===== src/rtl/analogue_pkg.sv =====
// Shared types and defaults for the analogue acquisition trigger path.
package analogue_pkg;

  localparam int unsigned DEF_SAMPLE_WIDTH  = 8;
  localparam int unsigned DEF_HOLDOFF_WIDTH = 16;
  localparam int unsigned DEF_AUTO_WIDTH    = 20;

  localparam logic SLOPE_RISING  = 1'b0;
  localparam logic SLOPE_FALLING = 1'b1;

  typedef enum logic [1:0] {
    IDLE    = 2'd0,
    PREARM  = 2'd1,
    ARMED   = 2'd2,
    HOLDOFF = 2'd3
  } state_t;

endpackage


===== src/rtl/analogue_trigger_compare.sv =====
// Saturating hysteresis band plus arm/fire comparisons for one sample.
module analogue_trigger_compare
  import analogue_pkg::*;
#(
  parameter int unsigned SAMPLE_WIDTH = DEF_SAMPLE_WIDTH
) (
  input  logic                    slope,
  input  logic [SAMPLE_WIDTH-1:0] level,
  input  logic [SAMPLE_WIDTH-1:0] hysteresis,
  input  logic [SAMPLE_WIDTH-1:0] sample,
  output logic                    arm_hit_c,
  output logic                    fire_hit_c
);

  localparam int unsigned EXT_WIDTH = SAMPLE_WIDTH + 1;

  logic [EXT_WIDTH-1:0]    diff_c;
  logic [EXT_WIDTH-1:0]    sum_c;
  logic [SAMPLE_WIDTH-1:0] lo_c;
  logic [SAMPLE_WIDTH-1:0] hi_c;
  logic                    hyst_zero_c;

  // Band edges with one guard bit so under/overflow saturates instead of wrapping
  always_comb begin
    diff_c      = EXT_WIDTH'(level) - EXT_WIDTH'(hysteresis);
    sum_c       = EXT_WIDTH'(level) + EXT_WIDTH'(hysteresis);
    lo_c        = diff_c[SAMPLE_WIDTH] ? '0 : diff_c[SAMPLE_WIDTH-1:0];
    hi_c        = sum_c[SAMPLE_WIDTH]  ? '1 : sum_c[SAMPLE_WIDTH-1:0];
    hyst_zero_c = (hysteresis == '0);
    arm_hit_c   = 1'b0;
    fire_hit_c  = 1'b0;
    if (slope == SLOPE_RISING) begin
      arm_hit_c  = (sample < lo_c) || (hyst_zero_c && (sample < level));
      fire_hit_c = (sample >= level);
    end else begin
      arm_hit_c  = (sample > hi_c) || (hyst_zero_c && (sample > level));
      fire_hit_c = (sample <= level);
    end
  end

endmodule


===== src/rtl/analogue_edge_trigger.sv =====
// Level-crossing trigger with hysteresis re-arm and holdoff.
// Optional auto-trigger timeout enabled by defining ANALOGUE_TRIGGER_AUTO_EN.
module analogue_edge_trigger
  import analogue_pkg::*;
#(
  parameter int unsigned SAMPLE_WIDTH  = DEF_SAMPLE_WIDTH,
  parameter int unsigned HOLDOFF_WIDTH = DEF_HOLDOFF_WIDTH,
  parameter int unsigned AUTO_WIDTH    = DEF_AUTO_WIDTH
) (
  input  logic                     clk,
  input  logic                     rst,
  input  logic                     sample_valid,
  input  logic [SAMPLE_WIDTH-1:0]  sample,
  input  logic                     arm,
  input  logic                     slope,
  input  logic [SAMPLE_WIDTH-1:0]  level,
  input  logic [SAMPLE_WIDTH-1:0]  hysteresis,
  input  logic [HOLDOFF_WIDTH-1:0] holdoff,
  input  logic [AUTO_WIDTH-1:0]    auto_timeout,
  output logic                     armed,
  output logic                     trigger,
  output logic                     trigger_auto
);

  state_t                   state;
  state_t                   state_d;
  logic                     cfg_slope;
  logic [SAMPLE_WIDTH-1:0]  cfg_level;
  logic [SAMPLE_WIDTH-1:0]  cfg_hyst;
  logic [HOLDOFF_WIDTH-1:0] hold_cnt;
  logic                     arm_hit_c;
  logic                     fire_hit_c;
  logic                     real_fire_c;
  logic                     auto_hit_c;
  logic                     in_window_c;
  logic                     armed_d;
  logic                     trigger_d;

  analogue_trigger_compare #(
    .SAMPLE_WIDTH(SAMPLE_WIDTH)
  ) u_compare (
    .slope      (cfg_slope),
    .level      (cfg_level),
    .hysteresis (cfg_hyst),
    .sample     (sample),
    .arm_hit_c  (arm_hit_c),
    .fire_hit_c (fire_hit_c)
  );

  assign in_window_c = (state == PREARM) || (state == ARMED);
  assign real_fire_c = arm && (state == ARMED) && sample_valid && fire_hit_c;

`ifdef ANALOGUE_TRIGGER_AUTO_EN
  localparam int unsigned AUTO_EXT_WIDTH = AUTO_WIDTH + 1;

  logic [AUTO_WIDTH-1:0]     auto_cnt;
  logic [AUTO_EXT_WIDTH-1:0] auto_inc_c;
  logic                      trigger_auto_d;

  assign auto_inc_c = AUTO_EXT_WIDTH'(auto_cnt) + AUTO_EXT_WIDTH'(1);
  assign auto_hit_c = arm && in_window_c && (auto_timeout != '0) &&
                      (auto_inc_c == AUTO_EXT_WIDTH'(auto_timeout));

  // Timeout counter: restarts on every entry to PREARM, runs while waiting for a crossing
  always_ff @(posedge clk) begin
    if (rst) begin
      auto_cnt <= '0;
    end else if ((state_d == PREARM) && (state != PREARM)) begin
      auto_cnt <= '0;
    end else if (in_window_c && (auto_cnt != '1)) begin
      auto_cnt <= auto_cnt + AUTO_WIDTH'(1);
    end
  end

  // Forced-trigger flag register
  always_ff @(posedge clk) begin
    if (rst) begin
      trigger_auto <= 1'b0;
    end else begin
      trigger_auto <= trigger_auto_d;
    end
  end
`else
  logic unused_auto;
  assign unused_auto  = ^auto_timeout;
  assign auto_hit_c   = 1'b0;
  assign trigger_auto = 1'b0;
`endif

  // State register
  always_ff @(posedge clk) begin
    if (rst) begin
      state <= IDLE;
    end else begin
      state <= state_d;
    end
  end

  // Next-state logic; disarm overrides any sample or timeout in the same cycle
  always_comb begin
    state_d = state;
    case (state)
      IDLE: begin
        if (arm) state_d = PREARM;
      end
      PREARM: begin
        if (!arm)                            state_d = IDLE;
        else if (auto_hit_c)                 state_d = HOLDOFF;
        else if (sample_valid && arm_hit_c)  state_d = ARMED;
      end
      ARMED: begin
        if (!arm)                            state_d = IDLE;
        else if (real_fire_c || auto_hit_c)  state_d = HOLDOFF;
      end
      HOLDOFF: begin
        if (!arm)                            state_d = IDLE;
        else if (hold_cnt == holdoff)        state_d = PREARM;
      end
      default: state_d = IDLE;
    endcase
  end

  // Output decode, registered below
  always_comb begin
    armed_d   = (state_d == ARMED);
    trigger_d = real_fire_c || auto_hit_c;
`ifdef ANALOGUE_TRIGGER_AUTO_EN
    trigger_auto_d = auto_hit_c && !real_fire_c;
`endif
  end

  // Output registers
  always_ff @(posedge clk) begin
    if (rst) begin
      armed   <= 1'b0;
      trigger <= 1'b0;
    end else begin
      armed   <= armed_d;
      trigger <= trigger_d;
    end
  end

  // Configuration snapshot taken only when leaving IDLE
  always_ff @(posedge clk) begin
    if (rst) begin
      cfg_slope <= SLOPE_RISING;
      cfg_level <= '0;
      cfg_hyst  <= '0;
    end else if ((state == IDLE) && arm) begin
      cfg_slope <= slope;
      cfg_level <= level;
      cfg_hyst  <= hysteresis;
    end
  end

  // Holdoff counter: clears on entry, counts valid samples, saturates
  always_ff @(posedge clk) begin
    if (rst) begin
      hold_cnt <= '0;
    end else if ((state_d == HOLDOFF) && (state != HOLDOFF)) begin
      hold_cnt <= '0;
    end else if ((state == HOLDOFF) && sample_valid && (hold_cnt != '1)) begin
      hold_cnt <= hold_cnt + HOLDOFF_WIDTH'(1);
    end
  end

endmodule


===== config.mk =====
export PLATFORM = sky130hd
export DESIGN_NAME = analogue_edge_trigger
export DESIGN_NICKNAME = d
export VERILOG_FILES = /design/src/rtl/analogue_pkg.sv /design/src/rtl/analogue_trigger_compare.sv /design/src/rtl/analogue_edge_trigger.sv
export SDC_FILE = /design/constraint.sdc
export NUM_CORES = 1
export LEC_CHECK = 0
export ABC_AREA = 1
export BUFFER_PORTS_ARGS = -buffer_cell sky130_fd_sc_hd__buf_4
export CAP_MARGIN = 30
export CORE_MARGIN = 3
export CORE_UTILIZATION = 41
export CTS_CLUSTER_SIZE = 16
export DETAILED_ROUTE_END_ITERATION = 12
export PLACE_DENSITY = 0.65
export SYNTH_ARGS = -nofsm -noshare
export SYNTH_HDL_FRONTEND = slang
export SYNTH_SLANG_ARGS = --single-unit

===== constraint.sdc =====
create_clock -name clk -period 3.1 [get_ports clk]
set_input_delay 0.62 -clock clk [delete_from_list [all_inputs] [get_ports clk]]
set_output_delay 0.62 -clock clk [all_outputs]
set_load 0.02 [all_outputs]

After elaboration in Yosys (flattened, before gate mapping)

Index checks and enable logic that the tools add are counted.
W data, S select, Z words.

Register bits: 37
Latch bits: 0
Memory bits (writable): 0
Memory bits (read-only): 0
Input bits: 65
Output and inout bits: 3
Word-level logic and storage cells: 51
Memories: 0

$add $sub $neg: 3
Multipliers: 0
Div/mod/pow operators: 0
Magnitude comparators: 6
Eq/ne operators: 8
Shifts and indexed selects: 0
Muxes and demuxes: 12
Bitwise gates (word level): 0
Reductions and logical operators: 15

Operators with widths:

| kind                    | number |
|---|---|
| $add A16 B1 Y16 const B | 1 |
| $eq A16 B16 Y1          | 1 |
| $gt A8 B8 Y1            | 2 |
| $lt A8 B8 Y1            | 2 |
| $mux W8                 | 2 |
| $ne A16 B16 Y1 const B  | 1 |
| $mux W2                 | 7 |
| $logic_and A1 B1 Y1     | 10 |
| $add A8 B8 Y9           | 1 |
| $sub A8 B8 Y9           | 1 |
| $eq A2 B2 Y1 const B    | 4 |
| $ge A8 B8 Y1            | 1 |
| $le A8 B8 Y1            | 1 |
| $logic_not A8 Y1        | 1 |
| $pmux W2 S4             | 1 |
| $eq A2 B1 Y1 const B    | 1 |
| $logic_not A2 Y1        | 1 |
| $logic_or A1 B1 Y1      | 2 |
| $mux W1                 | 2 |
| $ne A2 B2 Y1 const B    | 1 |
| $reduce_or A2 Y1        | 1 |

Depth between registers and ports, before layout

Depth in word-level cells: 12
Mapped depth: 25

Modules after synthesis

Synthesis repeated with hierarchy kept, for this count alone.

Cells, all modules: 511
Area total of the unflattened synthesis: 3337.0 um^2

By module, submodules not included:

| module                   | times used | cells each | area an instance (um^2) |
|---|---|---|---|
| analogue_edge_trigger    | 1          | 294        | 1981.9 |
| analogue_trigger_compare | 1          | 217        | 1355.0 |

Least setup slack after synthesis

Ideal clock, no wire load.

Path type: register to register
From: register cfg_hyst[2]
To: register armed
Data arrival time: 2793 ps
Data required time: 2989 ps
Slack: 196 ps
Stages on the path, launching flop included: 21
Buffers on the path: 0
Clock period less this slack: 2904 ps
Path through: dfxtp_1 > inv_1 > ha_1 > o31ai_1 > a21oi_1 > o21ai_2 > a21oi_1 > o21bai_2 > nor2_1 > ha_1 > a21oi_1 > o21ai_0 > and2_1 > o22ai_1 > nand3_1 > nand2_1 > inv_1 > nand3_1 > nand2_1 > nand2_1 > nor2_1

Cells in the longest elaborated chain, start to end: 10
Elaborated cells on any way between the ends: 17
Those cells by class: 2 x add/sub; 2 x order compare; 1 x eq/ne; 6 x mux; 6 x reduce/logical

RTL lines:

| item                                           | line                                                           | source |
|---|---|---|
| start, declared                                | analogue_edge_trigger.sv:29                                    | `logic [SAMPLE_WIDTH-1:0] cfg_hyst;` |
| start signal, assigned                         | analogue_edge_trigger.sv:152                                   | `cfg_hyst <= hysteresis;` |
| $sub A8 B8 Y9 or $add A8 B8 Y9 (tied branches) | analogue_trigger_compare.sv:25, analogue_trigger_compare.sv:26 |  |
| $mux W8 (on tied branches)                     | analogue_trigger_compare.sv:27, analogue_trigger_compare.sv:28 |  |
| $lt A8 B8 Y1 or $gt A8 B8 Y1 (tied branches)   | analogue_trigger_compare.sv:33, analogue_trigger_compare.sv:36 |  |
| $logic_or A1 B1 Y1 (on tied branches)          | analogue_trigger_compare.sv:33, analogue_trigger_compare.sv:36 |  |
| $mux W1 *                                      | analogue_trigger_compare.sv:32                                 | `if (slope == SLOPE_RISING) begin` |
| $logic_and A1 B1 Y1 *                          | analogue_edge_trigger.sv:109                                   | `else if (sample_valid && arm_hit_c) state_d = ARMED;` |
| $mux W2 *                                      | analogue_edge_trigger.sv:109                                   |  |
| $mux W2 *                                      | analogue_edge_trigger.sv:107                                   | `if (!arm) state_d = IDLE;` |
| $pmux W2 S4 *                                  | analogue_edge_trigger.sv:102                                   | `case (state)` |
| $eq A2 B2 Y1 *                                 | analogue_edge_trigger.sv:125                                   | `armed_d = (state_d == ARMED);` |
| end signal, assigned                           | analogue_edge_trigger.sv:138                                   | `armed <= armed_d;` |
| end, declared                                  | analogue_edge_trigger.sv:20                                    | `output logic armed,` |

Mark *: on every way between the ends. The rest lies on a longest branch, timed or not.
A chain may end at the register's enable or synchronous reset.

Worst setup path after layout

From: register cfg_hyst[1]
To: register state[1]

Cells in the longest elaborated chain, start to end: 9
Elaborated cells on any way between the ends: 16
Those cells by class: 2 x add/sub; 2 x order compare; 6 x mux; 6 x reduce/logical

RTL lines:

| item                                           | line                                                           | source |
|---|---|---|
| $sub A8 B8 Y9 or $add A8 B8 Y9 (tied branches) | analogue_trigger_compare.sv:25, analogue_trigger_compare.sv:26 |  |
| $mux W8 (on tied branches)                     | analogue_trigger_compare.sv:27, analogue_trigger_compare.sv:28 |  |
| $lt A8 B8 Y1 or $gt A8 B8 Y1 (tied branches)   | analogue_trigger_compare.sv:33, analogue_trigger_compare.sv:36 |  |
| $logic_or A1 B1 Y1 (on tied branches)          | analogue_trigger_compare.sv:33, analogue_trigger_compare.sv:36 |  |
| $mux W1 *                                      | analogue_trigger_compare.sv:32                                 |  |
| $logic_and A1 B1 Y1 *                          | analogue_edge_trigger.sv:109                                   |  |
| $mux W2 *                                      | analogue_edge_trigger.sv:109                                   |  |
| $mux W2 *                                      | analogue_edge_trigger.sv:107                                   |  |
| $pmux W2 S4 *                                  | analogue_edge_trigger.sv:102                                   |  |
| end signal, assigned                           | analogue_edge_trigger.sv:95                                    | `state <= state_d;` |
| end, declared                                  | analogue_edge_trigger.sv:25                                    | `state_t state;` |

Marks and branches as above.

==> metrics.csv <==
stage;metric;value;unit
status;outcome;finished, violations left;
status;failing checks;setup timing;
clocking;H-tree depth;2;
layout;Layout Utilization;0.5570;
hold_path;HP Class;input port to register;
detailed_routing;Residual DRC;0;
clocking;clock sinks;37;
timing;Worst Slack Setup Final;-86.57;ps
layout;filler instances;719;
timing;fin crit period;3187;ps
detailed_routing;DRT Pass-1 Iters;4;
worst_setup_path;Startpoint Class;register;
worst_setup_path;CP endpoint kind;register;
synthesis;unique cell type count in the Yosys netlist;42;
timing;Final Cycle Share;1.028;
worst_setup_path;kind of critical path;register to register;
detailed_routing;Post-Route WL;7836;microns
timing;Least-Margin Pin Slew;841.1;ps
worst_setup_path;CP max stage cell;dfxtp_4;
placed_design;gp weighted congestion;0.8618;
layout;nets;619;
detailed_routing;DR vias;2984;
synthesis;Ys Warns;0;
floorplanning;core box area;7292;sq um
floorplanning;Initial Util;0.4240;
synthesis;leading area contributor after synthesis;dfxtp_1;
pwr;Max VDD drop;0.0002416;V
global_routing;initial antenna violation count;0;
global_routing;vias in the first global route;2804;
placed_design;number of port buffers;46;
synthesis;top cells by count, synth;73 x nand2_1, 66 x inv_1, 45 x a21oi_1;
global_routing;GRT Total Usage;0.1743;
flow_run;Max Cap Viol;0;
timing;Final Max Tran Viols;0;
global_routing;first-pass GRT wire length;12180;microns
clocking;# hold bufs at CTS;0;
worst_setup_path;Required @ worst endpoint;3290;ps
worst_setup_path;CP peak stage delay;380;ps
layout;Antenna Cells;0;
layout;layout cell share with drive strength beyond 1;0.3216;
timing;final hold viol count;0;
clocking;clock-pin slew on the worst setup and hold paths;70;ps
placed_design;Detail Placement HPWL;6072;microns
clocking;CTS Buf Count;5;
pwr;P_leak;0.001905;uW
synthesis;FF+latch count, synth;37;
floorplanning;I/O Pins;68;
global_routing;grt total ovfl;0;
detailed_routing;WL per Instance;12.80;microns
floorplanning;number of cell rows;31;
synthesis;EDFF count, synth;0;
synthesis;most frequent cell after synthesis;nand2_1;
timing;clock skew;4.655;ps
detailed_routing;DRT iter0 DRCs;99;
worst_setup_path;critical path peak fanout;4;
synthesis;ys async rst share;0;
clocking;Root Buffer;clkbuf_8;
clocking;CTS Buffer Depth;2;
synthesis;syn_nets;541;
timing;FMAX;0.3138;GHz
detailed_routing;Routed Antenna Nets;0;
worst_setup_path;Critical Path AT;3380;ps
floorplanning;Die ar.;8618;sq um
synthesis;Syn Inst Count;434;
synthesis;Top FF cell, synth;dfxtp_1;
clocking;CTS tree;yes;
clocking;Skew-Pair Late Insertion Delay;290;ps
floorplanning;Die Y;92.84;microns
floorplanning;DIE WIDTH;92.84;microns
timing;Hold Slack;488.1;ps
global_routing;largest net degree at the start of global routing;34;
timing;RSZ-0062 raised after global routing;yes;
synthesis;most area-consuming cells after synthesis;dfxtp_1 24%, ha_1 16%, nand2_1 8.9%;
synthesis;Avg Cell Area, Syn;7.124;sq um
synthesis;post-synthesis sequential area ratio;0.2396;
timing;worst relative slew slack;0.4386;
worst_setup_path;crit-path most repeated cell;nand2_1;
timing;Final setup viols;3;
pwr;power per cell area;402.5;nW/um^2
synthesis;synthesized area;3092;sq um
worst_setup_path;reg2reg setup slack;-90;ps
worst_setup_path;CP delay by family, top;simple AND/OR/NAND/NOR gates;
synthesis;post-synth top area share;0.2396;
timing;setup TNS;-248.5;ps
worst_setup_path;Worst Path Buf+Inv;3;
worst_setup_path;CP cell instances;inv_1 > ha_1 > nor2_1 > nand2_1 > nand2_2 > a21oi_2 > o21bai_1 > nand2_1 > nand2_2 > a21oi_2 > xor2_1 > nor2_2 > ha_1 > nand2_2 > nor2_4 > nand3_2 > o22ai_2 > nand3_1 > nand2_1 > inv_2 > nand3_1 > nand2_1 > nand2_1 > inv_1;
detailed_routing;routed vias/inst;4.876;
layout;area grow syn2layout;31.36;%
[metrics by stage]
step           cell area [sq um]  std cells  worst slack, ps  power [uW]
2_1_floorplan               3092        434            195.6       927.7
3_3_place_gp                3714        598           -142.3        1132
3_5_place_dp                3714        598           -206.1        1149
4_1_cts                     3896        606            1.062        1556
5_1_grt                     4061        612           -331.4        1746
6_report                    4061        612           -86.57        1635
[placed cells by master, fill, tap and decap left out, types with 3 or more instances in the layout]
cell type,n
a21oi_2,10
ha_4,5
nor3_1,6
ha_1,34
nand2_4,4
inv_2,10
nand2_1,65
dfxtp_2,4
nand2_2,16
dfxtp_1,32
a21oi_1,36
nand3_2,4
nor2_4,5
clkbuf_8,7
o21ai_1,3
nand4_1,5
xor2_1,17
inv_1,62
o22ai_1,5
o21ai_0,20
nand3_1,20
buf_4,76
nor2_2,3
nor2_1,28
[registers in the layout, indices dropped and copies added, names as in the netlist]
name       flops
trigger        1
state          2
cfg_slope      1
cfg_hyst       8
armed          1
hold_cnt      16
cfg_level      8
[final cells by class]
class,instances,area (sq um),share of cell area
clock buffer,7,96.34,0.02372
inverter,72,270.3,0.06654
tap,99,123.9,0.03050
multi-input combinational,317,2203,0.5425
timing repair buffer,79,613.1,0.1510
clock inverter,1,5.005,0.001232
sequential,37,749.5,0.1845
[cells by family after synthesis]
logic type / after synthesis / share of synthesized area
other: 1 / 0.001213
flip-flops: 37 / 0.2396
XOR/XNOR: 19 / 0.05382
AO/OA/AOI/OAI: 88 / 0.1595
buffers and inverters: 80 / 0.1036
adder cells (fa/ha/maj): 42 / 0.1748
AND/OR/NAND/NOR: 167 / 0.2675
[repair_timing]
item                       in CTS  in global routing
pin swaps                       2                 33
setup buffers                   0                  6
resized for setup              19                 34
setup endpoints to repair       3                  3
[layer usage]
metal  share of wire  routed length, microns  GRT usage
met5               0                       0          0
met4           0.014                     109    0.05128
met3           0.025                     196    0.02437
met2            0.53                    4117     0.3203
met1            0.44                    3412     0.2085
[final timing paths]
path | endpoint | depth (start not counted) | startpoint
max | state[1]$_SDFF_PP0_ | 24 | cfg_hyst[1]$_SDFFE_PP0P_
min | trigger$_SDFF_PP0_ | 2 | rst
max reg2reg | state[1]$_SDFF_PP0_ | 24 | cfg_hyst[1]$_SDFFE_PP0P_
min reg2reg | hold_cnt[10]$_SDFFE_PP0P_ | 2 | hold_cnt[10]$_SDFFE_PP0P_
[where the power goes]
group	total (uW)	leakage, uW	internal (uW)	switching [uW]
registers	520	0.000304	499	20.8
clock network	380	0.0000542	201	179
logic	735	0.00155	345	390
total	1630	0.00190	1050	589
Power figures use the tool's default switching activity.
